==> src/rtl/cdb_arbiter_pkg.sv <==
// Shared CDB/FU constants for the completion arbiter and its users.
// Column bases follow the fu_result concatenation {branch, alu, mult, ldst}.
package sys_defs;

    localparam int N             = 2;
    localparam int NUM_FU_ALU    = 3;
    localparam int NUM_FU_MULT   = 2;
    localparam int NUM_FU_BRANCH = 1;
    localparam int NUM_FU_LDST   = 1;
    localparam int NUM_FU_TOTAL  = NUM_FU_ALU + NUM_FU_MULT
                                 + NUM_FU_BRANCH + NUM_FU_LDST;
    localparam int STARVE_LIMIT  = 4;

    localparam int FU_COL_LDST   = 0;
    localparam int FU_COL_MULT   = FU_COL_LDST + NUM_FU_LDST;
    localparam int FU_COL_ALU    = FU_COL_MULT + NUM_FU_MULT;
    localparam int FU_COL_BRANCH = FU_COL_ALU + NUM_FU_ALU;

    typedef logic [N-1:0][NUM_FU_TOTAL-1:0] CDB_GNT_BUS;

endpackage

==> src/rtl/cdb_arbiter_rr_slot_picker.sv <==
// Round-robin picker: up to K one-hot picks from req, starting at ptr.
// next_ptr is one past the last pick in rotation order.
module rr_slot_picker #(
    parameter int W  = 3,
    parameter int K  = 2,
    parameter int PW = (W > 1) ? $clog2(W) : 1,
    parameter int CW = $clog2(K + 1)
) (
    input  logic [W-1:0]        req,
    input  logic [PW-1:0]       ptr,
    input  logic [CW-1:0]       free_slots,
    output logic [K-1:0][W-1:0] picks,
    output logic [CW-1:0]       pick_cnt,
    output logic [PW-1:0]       next_ptr
);

    always_comb begin
        picks    = '0;
        pick_cnt = '0;
        next_ptr = ptr;
        for (int o = 0; o < W; o++) begin
            for (int b = 0; b < W; b++) begin
                if (b == (int'(ptr) + o) % W && req[b]
                    && pick_cnt < free_slots) begin
                    for (int k = 0; k < K; k++) begin
                        if (k == int'(pick_cnt)) picks[k][b] = 1'b1;
                    end
                    pick_cnt = pick_cnt + CW'(1);
                    next_ptr = PW'((b + 1) % W);
                end
            end
        end
    end

endmodule

==> src/rtl/cdb_arbiter.sv <==
// CDB completion arbiter: fixed priority for single-cycle FUs, round-robin
// with starvation tracking for the result-holding mult/ldst pool.
module cdb_arbiter #(
    parameter int N             = sys_defs::N,
    parameter int NUM_FU_ALU    = sys_defs::NUM_FU_ALU,
    parameter int NUM_FU_MULT   = sys_defs::NUM_FU_MULT,
    parameter int NUM_FU_BRANCH = sys_defs::NUM_FU_BRANCH,
    parameter int NUM_FU_LDST   = sys_defs::NUM_FU_LDST,
    parameter int NUM_FU_TOTAL  = NUM_FU_ALU + NUM_FU_MULT
                                + NUM_FU_BRANCH + NUM_FU_LDST,
    parameter int STARVE_LIMIT  = sys_defs::STARVE_LIMIT
) (
    input  logic                                clock,
    input  logic                                reset,
    input  logic [NUM_FU_ALU-1:0]               alu_req,
    input  logic [NUM_FU_BRANCH-1:0]            branch_req,
    input  logic [NUM_FU_MULT-1:0]              mult_req,
    input  logic [NUM_FU_LDST-1:0]              ldst_req,
    output logic [N-1:0][NUM_FU_TOTAL-1:0]      complete_gnt_bus,
    output logic [NUM_FU_MULT-1:0]              mult_cdb_en,
    output logic [NUM_FU_LDST-1:0]              ldst_cdb_en,
    output logic                                cdb_reserve,
    output logic                                overflow_err,
    output logic [$clog2(N+1)-1:0]              grant_count
);

    localparam int POOL    = NUM_FU_MULT + NUM_FU_LDST;
    localparam int PW      = (POOL > 1) ? $clog2(POOL) : 1;
    localparam int CW      = $clog2(N + 1);
    localparam int SW      = $clog2(STARVE_LIMIT + 1);
    localparam int COL_LD  = 0;
    localparam int COL_MU  = COL_LD + NUM_FU_LDST;
    localparam int COL_ALU = COL_MU + NUM_FU_MULT;
    localparam int COL_BR  = COL_ALU + NUM_FU_ALU;

    logic [N-1:0][NUM_FU_TOTAL-1:0] sc_gnt;
    logic [N-1:0][NUM_FU_TOTAL-1:0] gnt;
    logic [CW-1:0]                  sc_used;
    logic [CW-1:0]                  free_slots;
    logic                           sc_over;

    logic [POOL-1:0]                pool_req;
    logic [POOL-1:0]                pool_gnt;
    logic [N-1:0][POOL-1:0]         picks;
    logic [CW-1:0]                  pick_cnt;
    logic [PW-1:0]                  rr_ptr;
    logic [PW-1:0]                  rr_next;

    logic [POOL-1:0][SW-1:0]        starve;
    logic [POOL-1:0][SW-1:0]        starve_nxt;
    logic                           reserve_nxt;

    assign pool_req = {ldst_req, mult_req};

    // Branch then ALU, lowest index first; requests past N only flag overflow.
    always_comb begin
        sc_gnt  = '0;
        sc_used = '0;
        sc_over = 1'b0;
        for (int b = 0; b < NUM_FU_BRANCH; b++) begin
            if (branch_req[b]) begin
                if (sc_used < CW'(N)) begin
                    for (int r = 0; r < N; r++) begin
                        if (r == int'(sc_used)) sc_gnt[r][COL_BR+b] = 1'b1;
                    end
                    sc_used = sc_used + CW'(1);
                end else begin
                    sc_over = 1'b1;
                end
            end
        end
        for (int a = 0; a < NUM_FU_ALU; a++) begin
            if (alu_req[a]) begin
                if (sc_used < CW'(N)) begin
                    for (int r = 0; r < N; r++) begin
                        if (r == int'(sc_used)) sc_gnt[r][COL_ALU+a] = 1'b1;
                    end
                    sc_used = sc_used + CW'(1);
                end else begin
                    sc_over = 1'b1;
                end
            end
        end
    end

    assign free_slots = CW'(N) - sc_used;

    rr_slot_picker #(
        .W  (POOL),
        .K  (N),
        .PW (PW),
        .CW (CW)
    ) u_picker (
        .req        (pool_req),
        .ptr        (rr_ptr),
        .free_slots (free_slots),
        .picks      (picks),
        .pick_cnt   (pick_cnt),
        .next_ptr   (rr_next)
    );

    // Pool picks stack directly above the single-cycle rows.
    always_comb begin
        gnt = sc_gnt;
        for (int j = 0; j < N; j++) begin
            for (int r = 0; r < N; r++) begin
                if (j < int'(pick_cnt) && r == int'(sc_used) + j) begin
                    for (int m = 0; m < NUM_FU_MULT; m++) begin
                        if (picks[j][m]) gnt[r][COL_MU+m] = 1'b1;
                    end
                    for (int l = 0; l < NUM_FU_LDST; l++) begin
                        if (picks[j][NUM_FU_MULT+l]) gnt[r][COL_LD+l] = 1'b1;
                    end
                end
            end
        end
        if (reset) gnt = '0;
    end

    always_comb begin
        mult_cdb_en = '0;
        ldst_cdb_en = '0;
        for (int r = 0; r < N; r++) begin
            mult_cdb_en = mult_cdb_en | gnt[r][COL_MU +: NUM_FU_MULT];
            ldst_cdb_en = ldst_cdb_en | gnt[r][COL_LD +: NUM_FU_LDST];
        end
    end

    assign complete_gnt_bus = gnt;
    assign grant_count      = reset ? '0 : sc_used + pick_cnt;

    always_comb begin
        pool_gnt = '0;
        for (int j = 0; j < N; j++) pool_gnt = pool_gnt | picks[j];
    end

    always_comb begin
        starve_nxt  = starve;
        reserve_nxt = 1'b0;
        for (int p = 0; p < POOL; p++) begin
            if (!pool_req[p] || pool_gnt[p]) begin
                starve_nxt[p] = '0;
            end else if (starve[p] != SW'(STARVE_LIMIT)) begin
                starve_nxt[p] = starve[p] + SW'(1);
            end
            if (starve_nxt[p] == SW'(STARVE_LIMIT)) reserve_nxt = 1'b1;
        end
    end

    always_ff @(posedge clock) begin
        if (reset) begin
            rr_ptr       <= '0;
            starve       <= '0;
            cdb_reserve  <= 1'b0;
            overflow_err <= 1'b0;
        end else begin
            if (pick_cnt != '0) rr_ptr <= rr_next;
            starve       <= starve_nxt;
            cdb_reserve  <= reserve_nxt;
            overflow_err <= overflow_err | sc_over;
        end
    end

endmodule

==> config.mk <==
export PLATFORM = sky130hd
export DESIGN_NAME = cdb_arbiter
export DESIGN_NICKNAME = d
export VERILOG_FILES = /design/src/rtl/cdb_arbiter_pkg.sv /design/src/rtl/cdb_arbiter_rr_slot_picker.sv /design/src/rtl/cdb_arbiter.sv
export SDC_FILE = /design/constraint.sdc
export NUM_CORES = 1
export LEC_CHECK = 0
export CAP_MARGIN = 5
export CORE_UTILIZATION = 50
export CTS_CLUSTER_SIZE = 40
export DETAILED_ROUTE_END_ITERATION = 10
export PLACE_DENSITY = 0.75
export REMOVE_ABC_BUFFERS = 1
export SLEW_MARGIN = 0
export SYNTH_ARGS = -nofsm -noshare
export SYNTH_HDL_FRONTEND = slang
export SYNTH_SLANG_ARGS = --single-unit
==> constraint.sdc <==
create_clock -name clock -period 43.4 [get_ports clock]
set_input_delay 10.85 -clock clock [delete_from_list [all_inputs] [get_ports clock]]
set_output_delay 10.85 -clock clock [all_outputs]
set_load 0.02 [all_outputs]
==> results_dict.tcl, run 1 <==
set metrics [dict create \
    rsz0062_at_grt "no" \
    synth.cell_area_sq_mm 0.00243 \
    dr_total_vias 2258 \
    cts_max_path_buffers 2 \
    avgSynthCellArea_sq_um 8.30 \
    crit_slowest_cell "clkdlybuf4s50_1" \
    syn_to_final_growth_pct 14.9 \
    routedWlPerCell_um 16.0 \
    internal_power_mw 0.0766 \
    met3_length_um 149 \
    htreeDepth 1 \
    initial_core_util 0.518 \
    synth-seq-cells 13 \
    timing.hold.ws_ps 519 \
    coreArea_sq_mm 0.00469 \
    antennaDiodeCount 0 \
    rows 25 \
    cts_tree "yes" \
    hp-class "register to register" \
    cts_resized 0 \
    dp_hpwl_um 4740 \
    io_buffers 28 \
    power_density_mw_per_mm2 56.7 \
    peakVddDrop_mv 0.0400 \
    fin_ws_ps 8150 \
    cts.sinks 13 \
    power_leakage_nw 1.17 \
    outcome "complete, no violations" \
    synth-edff-count 0 \
    critPathKind "primary input to primary output" \
    grt_max_degree 24 \
    ys_seq_area_frac 0.107 \
    relSlewSlack 0.471 \
    place_ws_ps 8280 \
    switching_share 0.516 \
    ys_warn_count 0 \
    synthFlopType "dfxtp_1" \
    routed_wl_um 5980 \
    cp-end-kind "primary output" \
    die_y_um 71.7 \
    fin_setup_tns_ps 0 \
    overflow 0 \
    critical_path_peak_fanout 17 \
    fmax_mhz 28.4 \
    hold_viol_final 0 \
    die_w_um 71.7 \
    numCtsBuffers 3 \
    cp.required_ps 32550 \
    clk_latency_ps 250 \
    drc 0 \
    max_cap_viol_count 0 \
    die_area_sq_mm 0.00515 \
    cts_setup_buffers 0 \
    dr_wl_met2_um 3090 \
    grt_pass1_vias 2278 \
    routed_via_density 6.04 \
    setup_viol 0 \
    fin_nets 372 \
    first_iter_violations 101 \
    drive_above_1_share 0.100 \
    timing.final.crit_share 0.812 \
    critPathLaunchType "primary input" \
    clock_power_share 0.071 \
    critPathMostFrequentCell "ha_1" \
    antenna_left 0 \
    p_sw_mw 0.0818 \
    cts_hold_buf 0 \
    postLayoutCoreUtil 0.595 \
    io_pins 30 \
    crit_arrival_ps 24400 \
    grt_pass1_wl_um 10200 \
    fin_worst_skew_ps 5.30 \
    place.gp.congestion 0.943 \
    totalPowerFinal_mw 0.158 \
    synth_cells 293 \
    ys_async_sr_fraction 0 \
    period_minus_slack_ps 35250 \
    power.combinational.fraction 0.834 \
    ys_types 69 \
    met1Wirelength_um 2670 \
    root_buffer "clkbuf_8" \
    antenna_found_initial 0 \
    first_pass_iters 4 \
    grt_usage 0.244 \
    path_clk_slew_ps 60 \
    worst_pin_slew_ps 790 \
    max_stage_delay_ps 630 \
    timing.final.max_slew_violations 0 \
    routed.top_layer "met4" \
    power_frac_seq 0.096 \
]
==> cell usage after synthesis, types with 3 or more instances <==
| master | count | area, sq um |
|---|---|---|
| a21oi_1 | 18 | 90.1 |
| a221o_1 | 3 | 30.0 |
| a22oi_1 | 4 | 30.0 |
| a32o_1 | 10 | 100 |
| and3_1 | 5 | 31.3 |
| and3b_1 | 6 | 52.6 |
| dfxtp_1 | 13 | 260 |
| ha_1 | 42 | 526 |
| inv_1 | 31 | 116 |
| mux2_4 | 3 | 45.0 |
| mux2i_1 | 9 | 90.1 |
| nand2_1 | 13 | 48.8 |
| nand2b_1 | 5 | 31.3 |
| nand3_1 | 4 | 20.0 |
| nand3b_1 | 7 | 52.6 |
| nor2_1 | 19 | 71.3 |
| nor2b_1 | 7 | 43.8 |
| nor3_1 | 6 | 30.0 |
| nor3b_1 | 5 | 37.5 |
| nor4_1 | 3 | 18.8 |
| o211ai_1 | 3 | 22.5 |
| o21a_1 | 3 | 22.5 |
| o21ai_0 | 10 | 50.1 |
| o31ai_1 | 4 | 30.0 |
| or2_2 | 4 | 25.0 |
| xnor2_1 | 4 | 35.0 |
==> placed cells by master, fill, tap and decap left out, types with 2 or more instances in the layout <==
master and instances:
o21ai_1 2, clkdlybuf4s50_1 28, nor2b_1 7, mux2_4 3, a21o_1 2, nand3_1 4
o22ai_1 2, ha_1 42, nor3b_1 5, a32o_1 10, or2_2 4, nand3b_1 7
nand2_1 13, o211ai_1 3, nor2_1 19, nor3_1 6, mux2_2 2, a211o_1 2
and3b_1 6, nor4_1 3, a22oi_1 4, clkbuf_8 3, a21oi_1 18, o21a_1 3
mux2i_1 9, nand2b_1 5, o31ai_1 4, or4_1 2, o21ai_0 10, inv_4 2
dfxtp_1 13, a211oi_2 2, nand4_1 2, and3_1 5, inv_1 31, a221o_1 3
xnor2_1 4
==> critical path, delay by kind of cell <==
kind | cells | cell delay, ps
multiplexers | 6 | 2090
adder cells (fa/ha/maj) | 12 | 3030
buffers and inverters | 5 | 1350
AND/OR/NAND/NOR | 15 | 3820
XOR/XNOR | 2 | 290
AO/OA/AOI/OAI | 12 | 2930
==> metrics by stage <==
stage	instance area (sq um)	cells
after global placement	2750	370
final	2790	374
after global routing	2790	374
after CTS	2790	374
after floorplan	2400	288
after detailed placement	2750	370
==> per-layer routing <==
metal	GRT usage	vias to the layer above
li1	-	1150
met1	0.291	1061
met2	0.462	37
met3	0.0169	10
met4	0.0741	0
met5	0	-
==> cells by family after synthesis <==
kind of cell               after synthesis  share of synthesized area
AOI/OAI and AO/OA                       81                      0.273
xor gates and xnor gates                 5                     0.0180
adders and majority gates               42                      0.216
buffers and inverters                   39                     0.0694
DFF                                     13                      0.107
muxes                                   15                     0.0741
other                                    1                    0.00154
and+or+nand+nor                         97                      0.241
==> path summary, 6_finish.rpt <==
path | end | slack, ps | cells past startpoint | start
setup / recovery | grant_count[1] | 8150 | 52 | alu_req[0]
hold / removal | rr_ptr[1] | 520 | 2 | rr_ptr[1]
setup reg to reg | rr_ptr[1] | 31830 | 44 | rr_ptr[0]
hold reg to reg | rr_ptr[1] | 520 | 2 | rr_ptr[1]
==> sequential cells by signal, indices dropped and copies added (netlist names) <==
register and cells:
rr_ptr 2, cdb_reserve 1, starve 9, overflow_err 1
==> power by group through the flow <==
stage | Sequential (mW) | Clock [mW] | Combinational [mW]
5_1_grt | 0.0153 | 0.0120 | 0.145
6_report | 0.0151 | 0.0112 | 0.132
4_1_cts | 0.0152 | 0.0114 | 0.131
2_1_floorplan | 0.0152 | 0 | 0.100
3_3_place_gp | 0.0153 | 0 | 0.126
3_5_place_dp | 0.0154 | 0 | 0.130
==> area by class of cell <==
type | count | area, sq um
sequential | 13 | 260
inverter | 34 | 138
tap | 54 | 67.6
clock buffer | 4 | 45.0
multi-input combinational | 241 | 2000
fill | 436 | 1900
timing repair buffer | 28 | 280
Power figures use the tool's default switching activity.
==> run 2: changes to the inputs <==
--- a/config.mk
+++ b/config.mk
@@ -9,7 +9,7 @@
 export CORE_UTILIZATION = 50
 export CTS_CLUSTER_SIZE = 40
 export DETAILED_ROUTE_END_ITERATION = 10
-export PLACE_DENSITY = 0.75
+export PLACE_DENSITY = 0.78
 export REMOVE_ABC_BUFFERS = 1
 export SLEW_MARGIN = 0
 export SYNTH_ARGS = -nofsm -noshare
==> constraint.sdc (replaced) <==
create_clock -name clock -period 29.8 [get_ports clock]
set_input_delay 7.45 -clock clock [delete_from_list [all_inputs] [get_ports clock]]
set_output_delay 7.45 -clock clock [all_outputs]
set_load 0.02 [all_outputs]
==> results_dict.tcl, run 2 (synthesis results as in run 1) <==
set metrics [dict create \
    outcome "complete, no violations" \
    cts.sinks 13 \
    max_cap_viol_count 0 \
    dp_hpwl_um 4400 \
    rsz0062_at_grt "no" \
    largest_reg_flops 9 \
    hp-class "register to register" \
    io_buffers 28 \
    p_sw_mw 0.116 \
    coreArea_sq_mm 0.00469 \
    path_clk_slew_ps 50 \
    initial_core_util 0.518 \
    root_buffer "clkbuf_8" \
    critPathMostFrequentCell "ha_1" \
    grt_pass1_wl_um 9440 \
    cts_resized 0 \
    critPathLaunchType "primary input" \
    drive_above_1_share 0.100 \
    place.gp.congestion 0.919 \
    cts_hold_buf 0 \
    relSlewSlack 0.465 \
    grt_pass1_vias 2131 \
    timing.final.max_slew_violations 0 \
    cp.required_ps 22350 \
    clk_latency_ps 240 \
    cts_max_path_buffers 2 \
    routed_via_density 6.04 \
    clock_power_share 0.068 \
    overflow 0 \
    routedWlPerCell_um 14.9 \
    numCtsBuffers 3 \
    antenna_found_initial 0 \
    grt_use_met3 0.0197 \
    grt_max_degree 24 \
    antennaDiodeCount 0 \
    crit-reg2reg-launch "rr_ptr[0]" \
    hold_start "rr_ptr[1]" \
    drc 0 \
    grtUsageMet2 0.385 \
    peakVddDrop_mv 0.0552 \
    syn_to_final_growth_pct 14.9 \
    crit_slowest_cell "clkdlybuf4s50_1" \
    worst_pin_slew_ps 801 \
    max_stage_delay_ps 640 \
    layout_commonest_cell "ha_1" \
    hold_viol_final 0 \
    timing.final.crit_share 0.953 \
    period_minus_slack_ps 28400 \
    htreeDepth 1 \
    first_iter_violations 89 \
    critPathKind "primary input to primary output" \
    internal_power_mw 0.111 \
    power_frac_seq 0.097 \
    critical_path_peak_fanout 17 \
    fin_worst_skew_ps 4.46 \
    die_w_um 71.7 \
    cp-startpoint "alu_req[0]" \
    fmax_mhz 35.2 \
    nFillCells 446 \
    reg_top3 "starve x9, rr_ptr x2" \
    die_y_um 71.7 \
    fin_setup_tns_ps 0 \
    crit_arrival_ps 20950 \
    dr_total_vias 2259 \
    rows 25 \
    layout_common_cells "ha_1 (42), inv_1 (31), clkdlybuf4s50_1 (28)" \
    largest_register "starve" \
    power_leakage_nw 1.17 \
    cts_tree "yes" \
    routed_wl_um 5570 \
    first_pass_iters 4 \
    power_density_mw_per_mm2 81.1 \
    totalPowerFinal_mw 0.227 \
    switching_share 0.511 \
    cts_setup_buffers 0 \
    fin_nets 372 \
    die_area_sq_mm 0.00515 \
    cp-end-kind "primary output" \
    power.combinational.fraction 0.835 \
    grt_usage 0.227 \
    busiest_layer "met2" \
    setup_viol 0 \
    io_pins 30 \
    antenna_left 0 \
    met1_usage 0.299 \
]
[run 2: cell counts in the layout (fill, tap and decap cells not counted)]
Identical to the previous run, type by type.
[run 2: path summary, 6_finish.rpt]
| path | end | slack (ps) | cells past startpoint |
|---|---|---|---|
| max | grant_count[1] | 1400 | 52 |
| min | rr_ptr[1] | 520 | 2 |
| max reg2reg | rr_ptr[1] | 18170 | 44 |
| min reg2reg | rr_ptr[1] | 520 | 2 |
[run 2: critical path, delay by kind of cell]
| kind | cells | cell delay, ps |
|---|---|---|
| AND/OR/NAND/NOR | 15 | 3840 |
| adder cells (fa/ha/maj) | 12 | 2990 |
| buffers and inverters | 5 | 1360 |
| XOR/XNOR | 2 | 270 |
| multiplexers | 6 | 2090 |
| AO/OA/AOI/OAI | 12 | 2910 |
[run 2: layer usage]
metal,vias to the layer above,routed length (um)
met5,-,0
met2,44,2660
li1,1143,-
met4,0,99
met3,10,214
met1,1062,2590
[run 2: area by class of cell]
cell class / count / area, sq um / share of cell area
Clock buffer: 4 / 45.0 / 0.0161
Inverter: 34 / 138 / 0.0493
Multi-Input combinational cell: 241 / 2000 / 0.717
Sequential cell: 13 / 260 / 0.0931
Tap cell: 54 / 67.6 / 0.0242
Timing Repair Buffer: 28 / 280 / 0.100
[run 2: stage by stage]
stage	instances	worst slack (ps)	utilization	area [sq um]	hold slack [ps]
floorplan	288	3910	-	2400	465
detailed placement	370	1560	0.586	2750	503
CTS	374	1500	0.595	2790	511
global placement	370	1820	0.586	2750	486
finish	374	1400	0.595	2790	517
global route	374	513	0.595	2790	547
[run 2: power by group through the flow]
stage	clock [mW]	sequential [mW]	combinational [mW]
6_report	0.0154	0.0221	0.189
3_3_place_gp	0	0.0223	0.184
3_5_place_dp	0	0.0223	0.188
5_1_grt	0.0169	0.0224	0.212
2_1_floorplan	0	0.0221	0.146
4_1_cts	0.0159	0.0220	0.189
==> run 3: changes to the inputs <==
--- a/config.mk
+++ b/config.mk
@@ -9,7 +9,8 @@
 export CORE_UTILIZATION = 50
 export CTS_CLUSTER_SIZE = 40
 export DETAILED_ROUTE_END_ITERATION = 10
-export PLACE_DENSITY = 0.78
+export DONT_BUFFER_PORTS = 1
+export PLACE_DENSITY_LB_ADDON = 0.05
 export REMOVE_ABC_BUFFERS = 1
 export SLEW_MARGIN = 0
 export SYNTH_ARGS = -nofsm -noshare
==> results_dict.tcl, run 3 (synthesis results as in run 1) <==
set metrics [dict create \
    clk_latency_ps 230 \
    first_pass_iters 4 \
    postLayoutCoreUtil 0.536 \
    cp-end-kind "primary output" \
    drc 0 \
    crit_slowest_cell "or4_1" \
    timing.final.crit_share 0.923 \
    die_y_um 71.7 \
    io_buffers 0 \
    grt_pass1_wl_um 8860 \
    power_density_mw_per_mm2 85.9 \
    dp_hpwl_um 4360 \
    critical_path_peak_fanout 17 \
    cts_max_path_buffers 2 \
    overflow 0 \
    htreeDepth 1 \
    largest_register "starve" \
    cts_tree "yes" \
    relSlewSlack 0.354 \
    critPathKind "primary input to primary output" \
    rsz0062_at_grt "no" \
    grt_usage 0.212 \
    max_stage_delay_ps 500 \
    die_area_sq_mm 0.00515 \
    antenna_left 0 \
    die_w_um 71.7 \
    grt_max_degree 24 \
    setup_viol 0 \
    hold_depth 2 \
    routed_via_density 6.08 \
    seq_area_sq_um 260 \
    multi_input_area_sq_mm 0.00200 \
    routed_wl_um 5450 \
    critPathMostFrequentCell "ha_1" \
    drive_above_1_share 0.110 \
    crit_arrival_ps 20070 \
    layout_commonest_cell "ha_1" \
    outcome "complete, no violations" \
    cts.sinks 13 \
    routedWlPerCell_um 15.8 \
    antennaDiodeCount 0 \
    fin_nets 344 \
    layout_common_cells "ha_1 (42), inv_1 (31), nor2_1 (19)" \
    worst_pin_slew_ps 955 \
    peakVddDrop_mv 0.0555 \
    io_pins 30 \
    cp-startpoint "branch_req" \
    dr_total_vias 2104 \
    period_minus_slack_ps 27520 \
    critPathLaunchType "primary input" \
    root_buffer "clkbuf_8" \
    place.gp.congestion 0.891 \
    max_cap_viol_count 0 \
    cts_hold_buf 0 \
    ff2ff_setup_slack_ps 18200 \
    fmax_mhz 36.3 \
    hp-class "register to register" \
    cts_resized 0 \
    grt_pass1_vias 1886 \
    totalPowerFinal_mw 0.216 \
    hold_start "starve[2]" \
    hold_viol_final 0 \
    antenna_found_initial 0 \
    fin_setup_tns_ps 0 \
    nFillCells 479 \
    syn_to_final_growth_pct 3.34 \
    crit-reg2reg-launch "rr_ptr[0]" \
    timing.final.max_slew_violations 0 \
    largest_reg_flops 9 \
    rr_worst_depth 44 \
    first_iter_violations 46 \
    reg_top3 "starve x9, rr_ptr x2" \
    coreArea_sq_mm 0.00469 \
    power_leakage_nw 1.07 \
    path_clk_slew_ps 50 \
    fin_worst_skew_ps 1.42 \
    initial_core_util 0.518 \
    numCtsBuffers 3 \
    cts_setup_buffers 0 \
    cp.required_ps 22350 \
    rows 25 \
]
run 3: cell type report:
cell class                      count  area share
Multi-Input combinational cell    241       0.797
Sequential cell                    13       0.104
Inverter                           34      0.0548
Tap cell                           54      0.0269
Clock buffer                        4      0.0179
run 3: where the power goes:
part / switching (mW) / total [mW] / internal [mW]
Combinational: 0.105 / 0.179 / 0.0734
Clock: 0.00568 / 0.0151 / 0.00940
Sequential: 0.00236 / 0.0223 / 0.0199
run 3: path summary, 6_finish.rpt:
path,endpoint
max reg2reg,rr_ptr[1]
min,starve[1]
min reg2reg,starve[1]
max,grant_count[1]
run 3: worst max-delay path: cells and delay by family:
family	cells	cell delay [ps]
muxes	6	2100
AOI/OAI and AO/OA	13	3340
buffers and inverters	5	430
adders and majority gates	11	2790
and+or+nand+nor	14	3630
xor gates and xnor gates	2	290
run 3: routing by layer:
layer | up-vias | GRT usage | part of all wire
met5 | - | 0 | 0
met4 | 0 | 0.0436 | 0.0050
met3 | 2 | 0.0141 | 0.022
met2 | 35 | 0.367 | 0.48
met1 | 981 | 0.289 | 0.50
li1 | 1086 | - | -
run 3: metrics by stage:
stage | instances | instance area (sq um) | hold slack [ps] | setup WS (ps)
floorplan | 288 | 2400 | 465 | 3910
detailed placement | 342 | 2470 | 500 | 2450
finish | 346 | 2510 | 511 | 2280
global route | 346 | 2510 | 524 | 1330
CTS | 346 | 2510 | 507 | 2380
global placement | 342 | 2470 | 494 | 2520
